===== config.mk =====
export PLATFORM = sky130hd
export DESIGN_NAME = tetris_game_sequencer
export DESIGN_NICKNAME = d
export VERILOG_FILES = /design/src/rtl/tetris_pkg.sv /design/src/rtl/arduino_input_sync.sv /design/src/rtl/tetris_game_sequencer.sv
export SDC_FILE = /design/constraint.sdc
export NUM_CORES = 1
export LEC_CHECK = 0
export ABC_AREA = 1
export BUFFER_PORTS_ARGS = -buffer_cell sky130_fd_sc_hd__buf_2
export CORE_ASPECT_RATIO = 1.5
export CORE_MARGIN = 4
export CORE_UTILIZATION = 25
export DETAILED_ROUTE_END_ITERATION = 7
export GPL_ROUTABILITY_DRIVEN = 0
export PLACE_DENSITY = 0.4
export SYNTH_ARGS = -nofsm -noshare
export SYNTH_HDL_FRONTEND = slang
export SYNTH_HIERARCHICAL = 1
export SYNTH_SLANG_ARGS = --single-unit

===== constraint.sdc =====
create_clock -name clock -period 8.05 [get_ports clock]
set_clock_uncertainty 0.1 [all_clocks]
set_input_delay 0.805 -clock clock [delete_from_list [all_inputs] [get_ports clock]]
set_output_delay 0.805 -clock clock [all_outputs]
set_load 0.1 [all_outputs]

===== src/rtl/tetris_pkg.sv =====
// tetris_pkg: command opcodes and sequencer states shared with the board datapath
package tetris_pkg;
  localparam logic [2:0] OP_NOP    = 3'd0;
  localparam logic [2:0] OP_SPAWN  = 3'd1;
  localparam logic [2:0] OP_LEFT   = 3'd2;
  localparam logic [2:0] OP_RIGHT  = 3'd3;
  localparam logic [2:0] OP_ROTATE = 3'd4;
  localparam logic [2:0] OP_DOWN   = 3'd5;
  localparam logic [2:0] OP_LOCK   = 3'd6;
  typedef enum logic [2:0] {ST_IDLE, ST_SPAWN, ST_PLAY, ST_WAIT, ST_LOCK, ST_OVER} state_e;
endpackage


===== src/rtl/arduino_input_sync.sv =====
// arduino_input_sync: synchronises the Arduino strobe and buttons into a one-cycle button strobe
module arduino_input_sync (
  input  logic       clock,
  input  logic       reset,
  input  logic       arduino_clock,
  input  logic [3:0] arduino_btn,
  output logic [3:0] btn_strobe
);
  logic [2:0] ck_q;
  logic [3:0] b1_q, b2_q;
  always_ff @(posedge clock)
    if (reset) begin
      ck_q <= '0;
      b1_q <= '0;
      b2_q <= '0;
    end else begin
      ck_q <= {ck_q[1:0], arduino_clock};
      b1_q <= arduino_btn;
      b2_q <= b1_q;
    end
  assign btn_strobe = (ck_q[1] && !ck_q[2]) ? b2_q : 4'd0;
endmodule


===== src/rtl/tetris_game_sequencer.sv =====
// tetris_game_sequencer: arbitrates buttons and gravity into datapath commands and sequences the game
module tetris_game_sequencer
  import tetris_pkg::*;
#(
  parameter int GRAVITY_TICKS = 50000,
  parameter int SPEEDUP_STEP  = 3000,
  parameter int MIN_TICKS     = 5000
) (
  input  logic        clock,
  input  logic        reset,
  input  logic        start,
  input  logic        arduino_clock,
  input  logic [3:0]  arduino_btn,
  output logic        cmd_valid,
  output logic [2:0]  cmd_op,
  input  logic        cmd_ready,
  input  logic        resp_valid,
  input  logic        resp_ok,
  input  logic [2:0]  resp_lines,
  output logic        playing,
  output logic        game_over,
  output logic [3:0]  level,
  output logic [15:0] lines_total
);
  state_e state_q, state_d;
  logic cmd_valid_q, cmd_valid_d, acc_q, acc_d, playing_q, playing_d, over_q, over_d;
  logic start_q, start_p_q;
  logic [2:0] cmd_op_q, cmd_op_d, pick_op;
  logic [4:0] pend_q, pend_d, sel_q, sel_d, pick, sum;
  logic [15:0] grav_q, grav_d, lines_q, lines_d;
  logic [16:0] tot;
  logic [3:0] level_q, level_d, lvl_lines_q, lvl_lines_d, btn_strobe;
  logic run, live, grav_hit, fire, resp_here, start_edge;
  int period;
  arduino_input_sync u_sync (
    .clock(clock),
    .reset(reset),
    .arduino_clock(arduino_clock),
    .arduino_btn(arduino_btn),
    .btn_strobe(btn_strobe)
  );
  always_comb begin
    period = GRAVITY_TICKS - int'(level_q) * SPEEDUP_STEP;
    period = period < MIN_TICKS ? MIN_TICKS : period;
    run = state_q == ST_PLAY || state_q == ST_WAIT;
    live = run || state_q == ST_SPAWN || state_q == ST_LOCK;
    grav_hit = run && int'(grav_q) == period - 1;
    fire = cmd_valid_q && cmd_ready;
    resp_here = resp_valid && (acc_q || fire);
    start_edge = start_q && !start_p_q;
    pick = pend_q[4] ? 5'b10000 : pend_q[3] ? 5'b01000 : pend_q[2] ? 5'b00100 :
           pend_q[1] ? 5'b00010 : pend_q[0] ? 5'b00001 : 5'b00000;
    pick_op = pick[3] ? OP_ROTATE : pick[2] ? OP_LEFT : pick[1] ? OP_RIGHT : OP_DOWN;
    sum = {1'b0, lvl_lines_q} + {2'b0, resp_lines};
    tot = {1'b0, lines_q} + {14'b0, resp_lines};
    state_d = state_q;
    cmd_valid_d = cmd_valid_q && !fire;
    cmd_op_d = cmd_op_q;
    acc_d = (acc_q || fire) && !resp_here;
    sel_d = fire ? 5'b0 : sel_q;
    pend_d = (pend_q & ~(fire ? sel_q : 5'b0)) |
             (live ? {grav_hit, btn_strobe[2], btn_strobe[0], btn_strobe[1], btn_strobe[3]} : 5'b0);
    grav_d = run ? (grav_hit ? 16'd0 : grav_q + 16'd1) : grav_q;
    level_d = level_q;
    lvl_lines_d = lvl_lines_q;
    lines_d = lines_q;
    case (state_q)
      ST_IDLE, ST_OVER: if (start_edge) begin
        state_d = ST_SPAWN;
        cmd_valid_d = 1'b1;
        cmd_op_d = OP_SPAWN;
        pend_d = 5'b0;
        grav_d = 16'd0;
        level_d = 4'd0;
        lvl_lines_d = 4'd0;
        lines_d = 16'd0;
      end
      ST_SPAWN: if (resp_here) state_d = resp_ok ? ST_PLAY : ST_OVER;
      ST_PLAY, ST_WAIT: if (resp_here) begin
        state_d = (cmd_op_q == OP_DOWN && !resp_ok) ? ST_LOCK : ST_PLAY;
        cmd_valid_d = state_d == ST_LOCK;
        cmd_op_d = state_d == ST_LOCK ? OP_LOCK : cmd_op_q;
      end else if (fire) begin
        state_d = ST_WAIT;
      end else if (state_q == ST_PLAY && !cmd_valid_q && pend_q != 5'b0) begin
        cmd_valid_d = 1'b1;
        cmd_op_d = pick_op;
        sel_d = pick;
      end
      ST_LOCK: if (resp_here) begin
        state_d = ST_SPAWN;
        cmd_valid_d = 1'b1;
        cmd_op_d = OP_SPAWN;
        grav_d = 16'd0;
        pend_d[3:0] = 4'b0;
        lvl_lines_d = sum >= 5'd10 ? 4'(sum - 5'd10) : sum[3:0];
        level_d = (sum >= 5'd10 && level_q != 4'd15) ? level_q + 4'd1 : level_q;
        lines_d = tot[16] ? 16'hFFFF : tot[15:0];
      end
      default: ;
    endcase
    playing_d = state_d inside {ST_SPAWN, ST_PLAY, ST_WAIT, ST_LOCK};
    over_d = state_d == ST_OVER;
  end
  always_ff @(posedge clock)
    if (reset) begin
      state_q <= ST_IDLE;
      cmd_valid_q <= 1'b0;
      cmd_op_q <= OP_NOP;
      acc_q <= 1'b0;
      sel_q <= '0;
      pend_q <= '0;
      grav_q <= '0;
      level_q <= '0;
      lvl_lines_q <= '0;
      lines_q <= '0;
      playing_q <= 1'b0;
      over_q <= 1'b0;
      start_q <= 1'b0;
      start_p_q <= 1'b0;
    end else begin
      state_q <= state_d;
      cmd_valid_q <= cmd_valid_d;
      cmd_op_q <= cmd_op_d;
      acc_q <= acc_d;
      sel_q <= sel_d;
      pend_q <= pend_d;
      grav_q <= grav_d;
      level_q <= level_d;
      lvl_lines_q <= lvl_lines_d;
      lines_q <= lines_d;
      playing_q <= playing_d;
      over_q <= over_d;
      start_q <= start;
      start_p_q <= start_q;
    end
  assign cmd_valid = cmd_valid_q;
  assign cmd_op = cmd_op_q;
  assign playing = playing_q;
  assign game_over = over_q;
  assign level = level_q;
  assign lines_total = lines_q;
endmodule


# After elaboration in Yosys (flattened, before gate mapping)
# Cells that the tools add are included.
totals:
  reg_bits: 73
  inputBits: 14
  wordCells: 139
classes:
  addsub: 7
  mul: 1
  magnitude_cmp: 2
  eq_ne: 20
  n_mux: 58
  bitwise: 3
  reduce_logical: 31
op_table:
  columns: ["cell", "count"]
  rows:
  - ["16-bit two-way mux", 7]
  - ["16-bit case mux with 2 select lines", 2]
  - ["3-bit two-way mux", 17]
  - ["5-bit two-way mux", 9]
  - ["17-bit by 32-bit equality test with 1-bit output", 1]
  - ["32-bit two-way mux", 1]
  - ["4-bit two-way mux", 8]
  - ["32-bit by 2-bit subtractor with 32-bit output (second input constant)", 1]
  - ["4-bit case mux with 2 select lines", 3]
  - ["3-bit equality test (second input constant)", 6]
  - ["16-bit by 3-bit adder with 17-bit output", 1]
  - ["17-bit by 14-bit < comparator with 1-bit output (second input constant)", 1]
  - ["16-bit by 16-bit subtractor with 17-bit output (first input constant)", 1]
  - ["16-bit by 1-bit adder with 16-bit output (second input constant)", 1]
  - ["4-bit by 9-bit multiplier with 13-bit output (second input constant)", 1]
  - ["3-bit by 2-bit equality test with 1-bit output (second input constant)", 4]
  - ["3-bit case mux with 4 select lines", 1]
  - ["1-bit logical AND", 11]
  - ["3-bit != test (second input constant)", 3]
  - ["3-bit case mux with 3 select lines", 1]
  - ["1-bit two-way mux", 7]
  - ["3-bit by 1-bit equality test with 1-bit output (second input constant)", 2]
  - ["1-bit logical NOT", 6]
  - ["6-bit AND reduction", 1]
  - ["other kinds (21)", 26]

# Logic depth before layout (Yosys ltp)
# Gate-level depths: netlist of the first run.
depth:
  depth_word: 12
  depth_mapped: 44

# Cells and area by module
# Netlist of the first run, hierarchy kept.
by_module_without_submodules:
  columns: ["module", "instances", "cells_each", "area_each_um2"]
  rows:
  - ["tetris_game_sequencer", 1, 797, 5132.4]
  - ["arduino_input_sync", 1, 44, 351.6]

# Worst setup path before layout of the first run
# Ideal clock, no wire load.
synth_timing:
  path_kind: "register -> register"
  start: "register level_q[1], in the netlist level[1]"
  end: "register grav_q[7]"
  setup_time_ps: 117
  arrival_time_ps: 6347
  required_ps: 7833
  slack_ps: 1486
  stages_incl_launch_ff: 43
  synth_period_minus_slack_ps: 6564
  path_cell_list: "dfxtp_1 inv_1 fa_1 inv_1 ha_1 fa_1 nand2_4 inv_2 nand2_2 nand2_2 nand2_1 nand2_1 nand2_1 nand2_1 nor2_2 nand2_2 nand2_1 nand2_1 [7 not listed] ha_1 nand2_1 nand2_1 nor2_1 nand3_1 a21oi_1 nand3_1 nor2_1 nand4_1 nor2_1 nand2_1 nor2_1 nand2_1 nor2_4 nand4_4 nand2_4 buf_12 nor2_2"
synth_between:
  elab_chain_cells: 11
synth_lines:
  columns: ["item", "line", "source"]
  rows:
  - ["from (decl)", "tetris_game_sequencer.sv:32", "logic [3:0] level_q, level_d, lvl_lines_q, lvl_lines_d, btn_strobe;"]
  - ["from (signal assigned)", "tetris_game_sequencer.sv:129", "level_q <= level_d;"]
  - ["4-bit by 9-bit multiplier with 13-bit output *", "tetris_game_sequencer.sv:43", "period = GRAVITY_TICKS - int'(level_q) * SPEEDUP_STEP;"]
  - ["16-bit by 16-bit subtractor with 17-bit output *", "tetris_game_sequencer.sv:43", null]
  - ["17-bit by 14-bit < comparator with 1-bit output", "tetris_game_sequencer.sv:44", "period = period < MIN_TICKS ? MIN_TICKS : period;"]
  - ["32-bit two-way mux *", "tetris_game_sequencer.sv:44", null]
  - ["32-bit by 2-bit subtractor with 32-bit output *", "tetris_game_sequencer.sv:47", "grav_hit = run && int'(grav_q) == period - 1;"]
  - ["17-bit by 32-bit equality test with 1-bit output *", "tetris_game_sequencer.sv:47", null]
  - ["1-bit logical AND *", "tetris_game_sequencer.sv:47", null]
  - ["16-bit two-way mux * (2 in a row)", "tetris_game_sequencer.sv:63", "grav_d = run ? (grav_hit ? 16'd0 : grav_q + 16'd1) : grav_q;"]
  - ["16-bit two-way mux (on tied branches)", "tetris_game_sequencer.sv:90, tetris_game_sequencer.sv:68", null]
  - ["16-bit case mux with 2 select lines *", "tetris_game_sequencer.sv:67", "case (state_q)"]
  - ["to (signal assigned)", "tetris_game_sequencer.sv:128", "grav_q <= grav_d;"]
  - ["to (decl)", "tetris_game_sequencer.sv:30", "logic [15:0] grav_q, grav_d, lines_q, lines_d;"]
# Every way passes the cells marked *; elsewhere a longest branch is shown, timed or not.
# A chain may end at the register's enable or synchronous reset.

# Worst setup path after layout of the first run
layout_timing:
  start: "register level_q[1], in the netlist level[1]"
  end: "register grav_q[0]"
# Same word-level chain as after synthesis.

==> insert_results.sql, run 1 <==
INSERT INTO impl_metrics (metric_group, metric, value, unit) VALUES
('status', 'run_status', 'finished, final reports clean', ''),
('global_routing', 'grt_first_pass_wirelength', '25.1', 'mm'),
('routing', 'total_wire_length', '14.7', 'mm'),
('routing', 'antenna_violating_nets_post_route', '0', ''),
('pwr', 'p_total', '0.000930', 'W'),
('logic_synthesis', 'syn-instance-count', '841', ''),
('worst_setup_path', 'critical_path.endpoint', 'grav_q[0]', ''),
('worst_setup_path', 'crit-reg2reg-launch', 'level[1]', ''),
('timing', 'timing.slew.headroom', '41.5', '%'),
('pwr', 'peakVddDrop', '0.0877', 'mV'),
('timing', 'fin_crit', '6280', 'ps'),
('global_routing', 'grt_overflow_total', '0', ''),
('place', 'dp.cells', '1140', ''),
('logic_synthesis', 'ys.flop_type', 'sky130_fd_sc_hd__dfxtp_1', ''),
('timing', 'worst-slew-pin-transition', '878', 'ps'),
('die', 'die-area', '24400', 'sq um'),
('logic_synthesis', 'post_synth_edffs', '0', ''),
('clocking', 'clock_tree_from_tritoncts', 'yes', ''),
('global_routing', 'maximum_number_of_pins_on_one_net_before_global_route_repair', '44', ''),
('timing', 'finalCritPeriodShare', '78.0', '%'),
('logic_synthesis', 'largest_family_of_logic_cells_by_synthesized_area', 'simple AND/OR/NAND/NOR gates', ''),
('worst_setup_path', 'start_kind', 'flip-flop', ''),
('die', 'floorplan.die.height', '189', 'microns'),
('worst_setup_path', 'delay_of_the_slowest_cell_on_the_worst_path', '590', 'ps'),
('worst_setup_path', 'end_kind', 'flip-flop', ''),
('clocking', 'cts.htree.levels', '3', ''),
('run', 'drv.max_cap_violation_count', '0', ''),
('clocking', 'clock_sink_count', '73', ''),
('clocking', 'cts_max_path_buffers', '2', ''),
('layout', 'multi_input_comb_area', '3370', 'sq um'),
('logic_synthesis', 'synth_simple_gate_area_share', '38.9', '%'),
('layout', 'number_of_nets_in_the_layout', '928', ''),
('logic_synthesis', 'syn_area_per_cell', '6.52', 'sq um'),
('clocking', 'cts_repair_resize_count', '0', ''),
('logic_synthesis', 'xor_xnor_portion_of_the_synthesized_cell_area', '3.19', '%'),
('die', 'fp.coreArea', '21600', 'sq um'),
('worst_setup_path', 'critPathMaxFanout', '16', ''),
('clocking', 'postCtsSetupRepairBufs', '0', ''),
('timing', 'final_hold_viol_count', '0', ''),
('worst_setup_path', 'worst_path_max_delay_cell', 'sky130_fd_sc_hd__ha_1', ''),
('logic_synthesis', 'yosysSeqAreaShare', '26.6', '%'),
('clocking', 'clk-insertion-delay-late', '340', 'ps'),
('worst_setup_path', 'cp.arrival', '6400', 'ps'),
('logic_synthesis', 'synth-compound-area-share', '10.5', '%'),
('die', 'num_rows', '66', ''),
('routing', 'detailedRoute.firstPassIterationCount', '4', ''),
('logic_synthesis', 'synth_area', '5480', 'sq um'),
('worst_hold_path', 'hold_path.class', 'reg2reg', ''),
('worst_setup_path', 'crit_type', 'reg2reg', ''),
('worst_setup_path', 'worstSetupStartpoint', 'level[1]', ''),
('routing', 'detail_routed_net_length_per_standard_cell', '12.7', 'microns'),
('logic_synthesis', 'ys_ff_latch', '73', ''),
('global_routing', 'grt_antenna_before_repair', '0', ''),
('global_routing', 'first_global_vias', '5246', ''),
('pwr', 'leakagePower', '2.99', 'nW'),
('timing', 'finalMaxSlewViolations', '0', ''),
('place', 'detailedPlacementHpwl', '11.8', 'mm'),
('routing', 'route.detailed.drc', '0', ''),
('routing', 'vias_per_cell', '4.40', ''),
('timing', 'maxClockFrequency', '159', 'MHz'),
('clocking', 'cts_hold_buffers', '0', ''),
('pwr', 'cellPowerDensity', '149', 'nW/um^2'),
('worst_setup_path', 'worst_path_most_repeated_cell', 'sky130_fd_sc_hd__nand2_1', ''),
('logic_synthesis', 'ys_async_sr_fraction', '0', '%'),
('logic_synthesis', 'post_synth_num_cell_types', '46', ''),
('clocking', 'cts_root_buf', 'sky130_fd_sc_hd__clkbuf_16', ''),
('clocking', 'clk_pin_slew', '70', 'ps'),
('worst_setup_path', 'timing.reg2reg.setup_slack', '1770', 'ps'),
('die', 'initial_utilization', '25.3', '%'),
('timing', 'rsz0062_at_grt', 'false', ''),
('die', 'floorplan.io_pins', '40', '');
-- final cells by class --
| cell class | count | share of cell area, % |
|---|---|---|
| multi-input cells | 607 | 54.0 |
| well taps | 272 | 5.44 |
| clock inverters | 6 | 1.44 |
| flip-flops and latches | 73 | 23.4 |
| repair buffers | 39 | 3.12 |
| inverters | 149 | 9.02 |
| clock buffers | 10 | 3.66 |
-- cell usage after synthesis (9+ instances only) --
cell | n | share of area (%)
sky130_fd_sc_hd__nor2_2 | 17 | 1.9
sky130_fd_sc_hd__dfxtp_1 | 73 | 27
sky130_fd_sc_hd__inv_2 | 10 | 0.68
sky130_fd_sc_hd__nor2_1 | 86 | 5.9
sky130_fd_sc_hd__ha_1 | 28 | 6.4
sky130_fd_sc_hd__xor2_1 | 16 | 2.6
sky130_fd_sc_hd__o21ai_0 | 39 | 3.6
sky130_fd_sc_hd__nand2_1 | 205 | 14
sky130_fd_sc_hd__nand2_2 | 18 | 2.1
sky130_fd_sc_hd__nand3_1 | 59 | 5.4
sky130_fd_sc_hd__nand4_1 | 15 | 1.7
sky130_fd_sc_hd__nor3_1 | 9 | 0.82
sky130_fd_sc_hd__inv_1 | 137 | 9.4
sky130_fd_sc_hd__a21oi_1 | 47 | 4.3
-- layer usage --
metal	global-route usage [%]	routed length (microns)	vias up
li1	-	-	2734
met1	13.5	5860	2280
met2	25.1	8320	51
met3	1.95	308	17
met4	3.68	193	0
met5	0	0	-
-- how the worst min path moves through the flow --
stage	start	end	slack, ps	cells after the start
after floorplan	u_sync/b1_q[0]	u_sync/b2_q[0]	290	2
after global placement	u_sync/ck_q[0]	u_sync/ck_q[1]	290	2
after detailed placement	u_sync/b1_q[2]	u_sync/b2_q[2]	290	2
after CTS	u_sync/b1_q[2]	u_sync/b2_q[2]	300	2
after global routing	u_sync/b1_q[0]	u_sync/b2_q[0]	320	2
final	u_sync/ck_q[0]	u_sync/ck_q[1]	300	2
-- placed cells by master, fill, tap and decap left out, drive strengths merged, types with 2 or more instances in the layout --
cell type	instances
xnor2	4
bufinv	2
o22ai	3
inv	148
clkbuf	10
buf	39
dfxtp	73
nand2	231
xor2	16
nand3	68
nor3	11
clkinv	4
nor4	4
a211oi	3
a21oi	50
fa	7
a31oi	2
a221oi	2
ha	28
o21ai	40
nand4	16
nor2	110
or2	4
-- through the flow --
stage	setup slack [ps]	utilization [%]	instance area [sq um]	hold WS, ps
after floorplan	1490	-	5480	288
after global placement	1760	27.4	5940	289
after detailed placement	1640	27.4	5940	292
after CTS	1660	28.9	6250	301
after global routing	1090	28.9	6250	317
final	1770	28.9	6250	302
-- sequential cells by signal (all words and copies together), names as in the netlist --
signal       cells
game_over        1
playing          1
pend_q           5
u_sync/b2_q      4
cmd_op           3
u_sync/b1_q      4
start_p_q        1
state_q          3
lvl_lines_q      4
grav_q          16
level            4
sel_q            5
start_q          1
acc_q            1
cmd_valid        1
u_sync/ck_q      3
lines_total     16
-- where the power goes --
group	switching (W)	internal, W
Clock	0.000167	0.000273
Combinational	0.0000872	0.0000302
Sequential	0.00000461	0.000368
-- worst max-delay path, delay by kind of cell (launching register included) --
family                   cells  cell delay (ps)
AND/OR/NAND/NOR             25             2410
flip-flops                   1              440
AO/OA/AOI/OAI                4              590
adder cells (fa/ha/maj)      5             2180
buffers and inverters        3              450
-- logic make-up after synthesis --
group	after synthesis
AO/OA/AOI/OAI	105
XOR/XNOR	20
adder cells (fa/ha/maj)	35
buffers and inverters	161
flip-flops	73
AND/OR/NAND/NOR	447
No activity file was read; power rests on OpenSTA's default activity.
==> run 2, diff against run 1 <==
==> constraint.sdc (replaced) <==
create_clock -name clock -period 6.2 [get_ports clock]
set_clock_uncertainty 0.1 [all_clocks]
set_input_delay 0.62 -clock clock [delete_from_list [all_inputs] [get_ports clock]]
set_output_delay 0.62 -clock clock [all_outputs]
set_load 0.1 [all_outputs]
==> insert_results.sql, run 2 (synthesized netlist as in run 1, its figures left out) <==
INSERT INTO impl_metrics (metric_group, metric, value, unit) VALUES
('clocking', 'clk-insertion-delay-late', '330', 'ps'),
('status', 'run_status', 'finished, final reports clean', ''),
('routing', 'detail_routed_net_length_per_standard_cell', '12.5', 'microns'),
('worst_setup_path', 'critPathMaxFanout', '10', ''),
('worst_setup_path', 'end_kind', 'flip-flop', ''),
('pwr', 'leakagePower', '3.02', 'nW'),
('global_routing', 'maximum_number_of_pins_on_one_net_before_global_route_repair', '44', ''),
('die', 'floorplan.die.height', '189', 'microns'),
('global_routing', 'groute.usage.overall', '12.4', '%'),
('timing', 'rsz0062_at_grt', 'false', ''),
('global_routing', 'grt_first_pass_wirelength', '24.6', 'mm'),
('worst_hold_path', 'worst_hold_path_startpoint', 'u_sync/b1_q[2]', ''),
('clocking', 'cts_hold_buffers', '0', ''),
('worst_setup_path', 'worstSetupStartpoint', 'level[1]', ''),
('timing', 'finalMaxSlewViolations', '0', ''),
('clocking', 'cts.htree.levels', '3', ''),
('routing', 'antenna_violating_nets_post_route', '0', ''),
('run', 'drv.max_cap_violation_count', '0', ''),
('routing', 'total_wire_length', '14.6', 'mm'),
('clocking', 'cts_max_path_buffers', '2', ''),
('layout', 'filler_cell_count', '2457', ''),
('routing', 'route.detailed.drc', '0', ''),
('worst_setup_path', 'start_kind', 'flip-flop', ''),
('clocking', 'clk_pin_slew', '60', 'ps'),
('timing', 'finalCritPeriodShare', '89.6', '%'),
('layout', 'final_common_cell', 'sky130_fd_sc_hd__nand2_1', ''),
('global_routing', 'grt_antenna_before_repair', '0', ''),
('die', 'die-area', '24400', 'sq um'),
('worst_setup_path', 'worst_path_most_repeated_cell', 'sky130_fd_sc_hd__nand2_1', ''),
('timing', 'fin_hold_ws', '297', 'ps'),
('layout', 'number_of_nets_in_the_layout', '936', ''),
('timing', 'worst-slew-pin-transition', '778', 'ps'),
('die', 'floorplan.io_pins', '40', ''),
('place', 'detailedPlacementHpwl', '11.8', 'mm'),
('die', 'initial_utilization', '25.3', '%'),
('worst_setup_path', 'crit-reg2reg-launch', 'level[1]', ''),
('clocking', 'clock_sink_count', '73', ''),
('timing', 'fin_crit', '5550', 'ps'),
('timing', 'totalNegativeSetupSlack', '0', 'ps'),
('layout', 'antenna_cells', '0', ''),
('worst_setup_path', 'crit_type', 'reg2reg', ''),
('layout', 'drive_above_1_share', '17.5', '%'),
('routing', 'detailroute.via_count', '5129', ''),
('timing', 'setup_viol', '0', ''),
('timing', 'final_hold_viol_count', '0', ''),
('global_routing', 'first_global_vias', '5127', ''),
('die', 'num_rows', '66', ''),
('layout', 'layout-area-overhead-vs-synth', '16.4', '%'),
('worst_setup_path', 'delay_of_the_slowest_cell_on_the_worst_path', '480', 'ps'),
('timing', 'maxClockFrequency', '180', 'MHz'),
('die', 'die_w', '129', 'microns'),
('place', 'port_buffers', '39', ''),
('global_routing', 'grt_overflow_total', '0', ''),
('layout', 'register_cell_area_after_layout', '1470', 'sq um'),
('die', 'fp.coreArea', '21600', 'sq um'),
('worst_setup_path', 'cp.arrival', '5680', 'ps'),
('routing', 'first_iter_violations', '180', ''),
('layout', 'layout_common_cells', '204 x sky130_fd_sc_hd__nand2_1, 135 x sky130_fd_sc_hd__inv_1, 86 x sky130_fd_sc_hd__nor2_1, 69 x sky130_fd_sc_hd__dfxtp_1, 59 x sky130_fd_sc_hd__nand3_1', ''),
('routing', 'vias_per_cell', '4.41', ''),
('worst_setup_path', 'critical_path_required', '6330', 'ps'),
('layout', 'multi_input_comb_area', '3420', 'sq um'),
('worst_setup_path', 'worst_path_max_delay_cell', 'sky130_fd_sc_hd__fa_1', ''),
('clocking', 'numCtsBuffers', '9', ''),
('timing', 'timing.slew.headroom', '47.8', '%'),
('clocking', 'clock_tree_from_tritoncts', 'yes', ''),
('clocking', 'cts_root_buf', 'sky130_fd_sc_hd__clkbuf_16', ''),
('routing', 'detailedRoute.firstPassIterationCount', '4', ''),
('worst_hold_path', 'hold_path.class', 'reg2reg', ''),
('pwr', 'peakVddDrop', '0.106', 'mV'),
('pwr', 'cellPowerDensity', '188', 'nW/um^2');
-- run 2: layout make-up --
class	instances	area share, %
multi-input cells	607	53.6
flip-flops and latches	73	23.0
inverters	149	8.84
well taps	272	5.33
repair buffers	47	4.20
clock buffers	10	3.59
clock inverters	6	1.41
-- run 2: power by group --
part / internal (W) / total, W / switching (W)
logic: 0.0000428 / 0.000158 / 0.000115
registers: 0.000477 / 0.000483 / 0.00000583
clock network: 0.000354 / 0.000562 / 0.000208
-- run 2: path summary, 6_finish.rpt --
| kind | to | slack [ps] | depth (start not counted) |
|---|---|---|---|
| hold reg to reg | u_sync/b2_q[2] | 300 | 2 |
| setup / recovery | grav_q[8] | 650 | 40 |
| hold / removal | u_sync/b2_q[2] | 300 | 2 |
| setup reg to reg | grav_q[8] | 650 | 40 |
-- run 2: worst max-delay path: cells and delay by family, from the launching register on --
family | cells | cell delay (ps)
and+or+nand+nor | 25 | 2040
adders and majority gates | 5 | 1740
buffers and inverters | 6 | 620
AOI/OAI and AO/OA | 4 | 590
DFF | 1 | 370
-- run 2: timing repair --
action,4_1_cts,5_1_grt
setup endpoints to repair,0,17
buffers inserted,0,5
resized for setup,0,15
-- run 2: per-layer routing --
| layer | vias to the layer above | part of all wire (%) | GRT usage (%) |
|---|---|---|---|
| met5 | - | 0 | 0 |
| met4 | 0 | 0.97 | 2.91 |
| met3 | 10 | 1.7 | 1.67 |
| met2 | 50 | 57 | 25.1 |
| met1 | 2314 | 40 | 13.1 |
| li1 | 2755 | - | - |
-- run 2: stage by stage --
| stage | instance area, sq um | total power (W) | cells | setup WS, ps | utilization, % |
|---|---|---|---|---|---|
| finish | 6380 | 0.00120 | 1164 | 647 | 29.5 |
| floorplan | 5490 | 0.000612 | 841 | 28.0 | - |
| global route | 6380 | 0.00126 | 1164 | 46.3 | 29.5 |
| global placement | 5980 | 0.000653 | 1143 | 158 | 27.6 |
| detailed placement | 5980 | 0.000652 | 1143 | 133 | 27.6 |
| CTS | 6290 | 0.00122 | 1159 | 126 | 29.1 |
==> run 3, diff against run 2 <==
--- a/config.mk
+++ b/config.mk
@@ -12,6 +12,7 @@
 export CORE_UTILIZATION = 25
 export DETAILED_ROUTE_END_ITERATION = 7
 export GPL_ROUTABILITY_DRIVEN = 0
+export MAX_ROUTING_LAYER = met4
 export PLACE_DENSITY = 0.4
 export SYNTH_ARGS = -nofsm -noshare
 export SYNTH_HDL_FRONTEND = slang
==> insert_results.sql, run 3 (synthesized netlist as in run 1, its figures left out) <==
INSERT INTO impl_metrics (metric_group, metric, value, unit) VALUES
('pwr', 'swShare', '27.5', '%'),
('clocking', 'numCtsBuffers', '9', ''),
('worst_setup_path', 'critical_path_required', '6330', 'ps'),
('clocking', 'clock_tree_from_tritoncts', 'yes', ''),
('timing', 'totalNegativeSetupSlack', '0', 'ps'),
('global_routing', 'maximum_number_of_pins_on_one_net_before_global_route_repair', '44', ''),
('worst_setup_path', 'r2r_cells', '40', ''),
('die', 'die-area', '24400', 'sq um'),
('pwr', 'power_frac_comb', '13.1', '%'),
('worst_setup_path', 'crit-reg2reg-launch', 'level[1]', ''),
('pwr', 'clock_power_share', '46.8', '%'),
('worst_setup_path', 'worst_path_max_delay_cell', 'sky130_fd_sc_hd__fa_1', ''),
('place', 'detailedPlacementHpwl', '11.8', 'mm'),
('global_routing', 'grt_overflow_total', '0', ''),
('pwr', 'peakVddDrop', '0.106', 'mV'),
('timing', 'finalCritPeriodShare', '89.5', '%'),
('clocking', 'clk-insertion-delay-late', '340', 'ps'),
('timing', 'maxClockFrequency', '180', 'MHz'),
('layout', 'number_of_nets_in_the_layout', '936', ''),
('timing', 'finalMaxSlewViolations', '0', ''),
('clocking', 'cts_root_buf', 'sky130_fd_sc_hd__clkbuf_16', ''),
('routing', 'route.detailed.drc', '0', ''),
('clocking', 'cts_max_path_buffers', '2', ''),
('status', 'run_status', 'finished, final reports clean', ''),
('routing', 'detailroute.via_count', '5124', ''),
('timing', 'setup_viol', '0', ''),
('timing', 'final_hold_viol_count', '0', ''),
('routing', 'detailedRoute.firstPassIterationCount', '4', ''),
('global_routing', 'grt_antenna_before_repair', '0', ''),
('worst_setup_path', 'worstSetupStartpoint', 'level[1]', ''),
('routing', 'antenna_violating_nets_post_route', '0', ''),
('die', 'num_rows', '66', ''),
('layout', 'drive_above_1_share', '17.5', '%'),
('timing', 'timing.slew.headroom', '48.6', '%'),
('pwr', 'cell_internal_pwr', '0.000874', 'W'),
('clocking', 'clock_sink_count', '73', ''),
('layout', 'layout-area-overhead-vs-synth', '16.4', '%'),
('worst_hold_path', 'worst_hold_path_startpoint', 'u_sync/b1_q[2]', ''),
('timing', 'fin_crit', '5550', 'ps'),
('worst_setup_path', 'crit_type', 'reg2reg', ''),
('worst_setup_path', 'r2r-end', 'grav_q[8]', ''),
('worst_setup_path', 'worst_path_most_repeated_cell', 'sky130_fd_sc_hd__nand2_1', ''),
('die', 'initial_utilization', '25.3', '%'),
('worst_setup_path', 'critPathMaxFanout', '10', ''),
('run', 'drv.max_cap_violation_count', '0', ''),
('worst_hold_path', 'hold_path.class', 'reg2reg', ''),
('layout', 'antenna_cells', '0', ''),
('worst_setup_path', 'crit_cells', '40', ''),
('layout', 'final_common_cell', 'sky130_fd_sc_hd__nand2_1', ''),
('global_routing', 'first_global_vias', '5131', ''),
('worst_setup_path', 'timing.reg2reg.setup_slack', '650', 'ps'),
('die', 'floorplan.io_pins', '40', ''),
('routing', 'total_wire_length', '14.6', 'mm'),
('timing', 'fin_hold_ws', '298', 'ps'),
('clocking', 'clk_pin_slew', '60', 'ps'),
('routing', 'first_iter_violations', '176', ''),
('clocking', 'cts_hold_buffers', '0', ''),
('pwr', 'cellPowerDensity', '189', 'nW/um^2'),
('global_routing', 'grt_first_pass_wirelength', '24.6', 'mm'),
('routing', 'vias_per_cell', '4.40', ''),
('pwr', 'total_switching_power', '0.000331', 'W'),
('worst_setup_path', 'delay_of_the_slowest_cell_on_the_worst_path', '480', 'ps'),
('layout', 'layout_common_cells', '204 x sky130_fd_sc_hd__nand2_1, 135 x sky130_fd_sc_hd__inv_1, 86 x sky130_fd_sc_hd__nor2_1, 69 x sky130_fd_sc_hd__dfxtp_1, 59 x sky130_fd_sc_hd__nand3_1', ''),
('worst_setup_path', 'top_delay_family_on_crit_path', 'simple AND/OR/NAND/NOR gates', ''),
('worst_setup_path', 'critical_path.endpoint', 'grav_q[8]', ''),
('global_routing', 'groute.usage.overall', '12.8', '%'),
('place', 'port_buffers', '39', ''),
('worst_setup_path', 'cp.arrival', '5690', 'ps'),
('routing', 'detail_routed_net_length_per_standard_cell', '12.5', 'microns'),
('die', 'die_w', '129', 'microns'),
('pwr', 'leakagePower', '3.02', 'nW'),
('worst_setup_path', 'end_kind', 'flip-flop', ''),
('worst_setup_path', 'crit_buf_inv', '6', ''),
('pwr', 'seqPwrFrac', '40.1', '%'),
('worst_setup_path', 'start_kind', 'flip-flop', ''),
('timing', 'rsz0062_at_grt', 'false', ''),
('clocking', 'cts.htree.levels', '3', ''),
('timing', 'worst-slew-pin-transition', '767', 'ps'),
('die', 'floorplan.die.height', '189', 'microns'),
('die', 'fp.coreArea', '21600', 'sq um');
run 3: cell counts in the layout (fill, tap and decap cells not counted):
No cell type changed its count.
run 3: repair_timing:
| item | CTS | global route |
|---|---|---|
| setup endpoints to repair | 0 | 17 |
| hold endpoints to repair | 0 | 0 |
| resized for setup | 0 | 15 |
| buffers inserted | 0 | 5 |
run 3: worst min path at each step:
stage,endpoint,slack (ps),depth (start not counted)
6_report,u_sync/b2_q[2],300,2
2_1_floorplan,u_sync/b2_q[0],290,2
5_1_grt,u_sync/b2_q[1],310,2
4_1_cts,u_sync/b2_q[2],300,2
3_5_place_dp,u_sync/b2_q[1],290,2
3_3_place_gp,u_sync/b2_q[1],290,2
run 3: area by class of cell:
cell class,instances,area [sq um]
fill,2457,15300
sequential,73,1470
clock inverter,6,90.1
multi-input combinational,607,3420
tap,272,340
inverter,149,564
clock buffer,10,229
timing repair buffer,47,268
run 3: per-layer routing:
layer  routed length (microns)  GRT usage (%)  up-vias
met5                         0              -        -
met4                       157           3.40        0
met3                       267           1.30       11
met2                      8380           25.1       42
met1                      5770           13.2     2317
li1                          -              -     2754
run 3: stage by stage:
step / setup WS, ps / std cells / instance area, sq um / total power, W / util, %
floorplan: 28.0 / 841 / 5490 / 0.000612 / -
global placement: 158 / 1143 / 5980 / 0.000653 / 27.6
detailed placement: 133 / 1143 / 5980 / 0.000652 / 27.6
CTS: 126 / 1159 / 6290 / 0.00122 / 29.1
global route: 45.6 / 1164 / 6380 / 0.00126 / 29.5
finish: 649 / 1164 / 6380 / 0.00121 / 29.5
run 3: power groups by stage:
stage	clock network [W]	registers [W]	logic, W
finish	0.000564	0.000483	0.000158
global route	0.000600	0.000484	0.000178
CTS	0.000582	0.000483	0.000159
detailed placement	0	0.000494	0.000158
global placement	0	0.000494	0.000159
floorplan	0	0.000518	0.0000944
run 3: worst register-to-register path: cells and delay by family (launching register included):
kind / cells / cell delay (ps)
AOI/OAI and AO/OA: 4 / 590
DFF: 1 / 370
adders and majority gates: 5 / 1740
and+or+nand+nor: 25 / 2040
buffers and inverters: 6 / 620
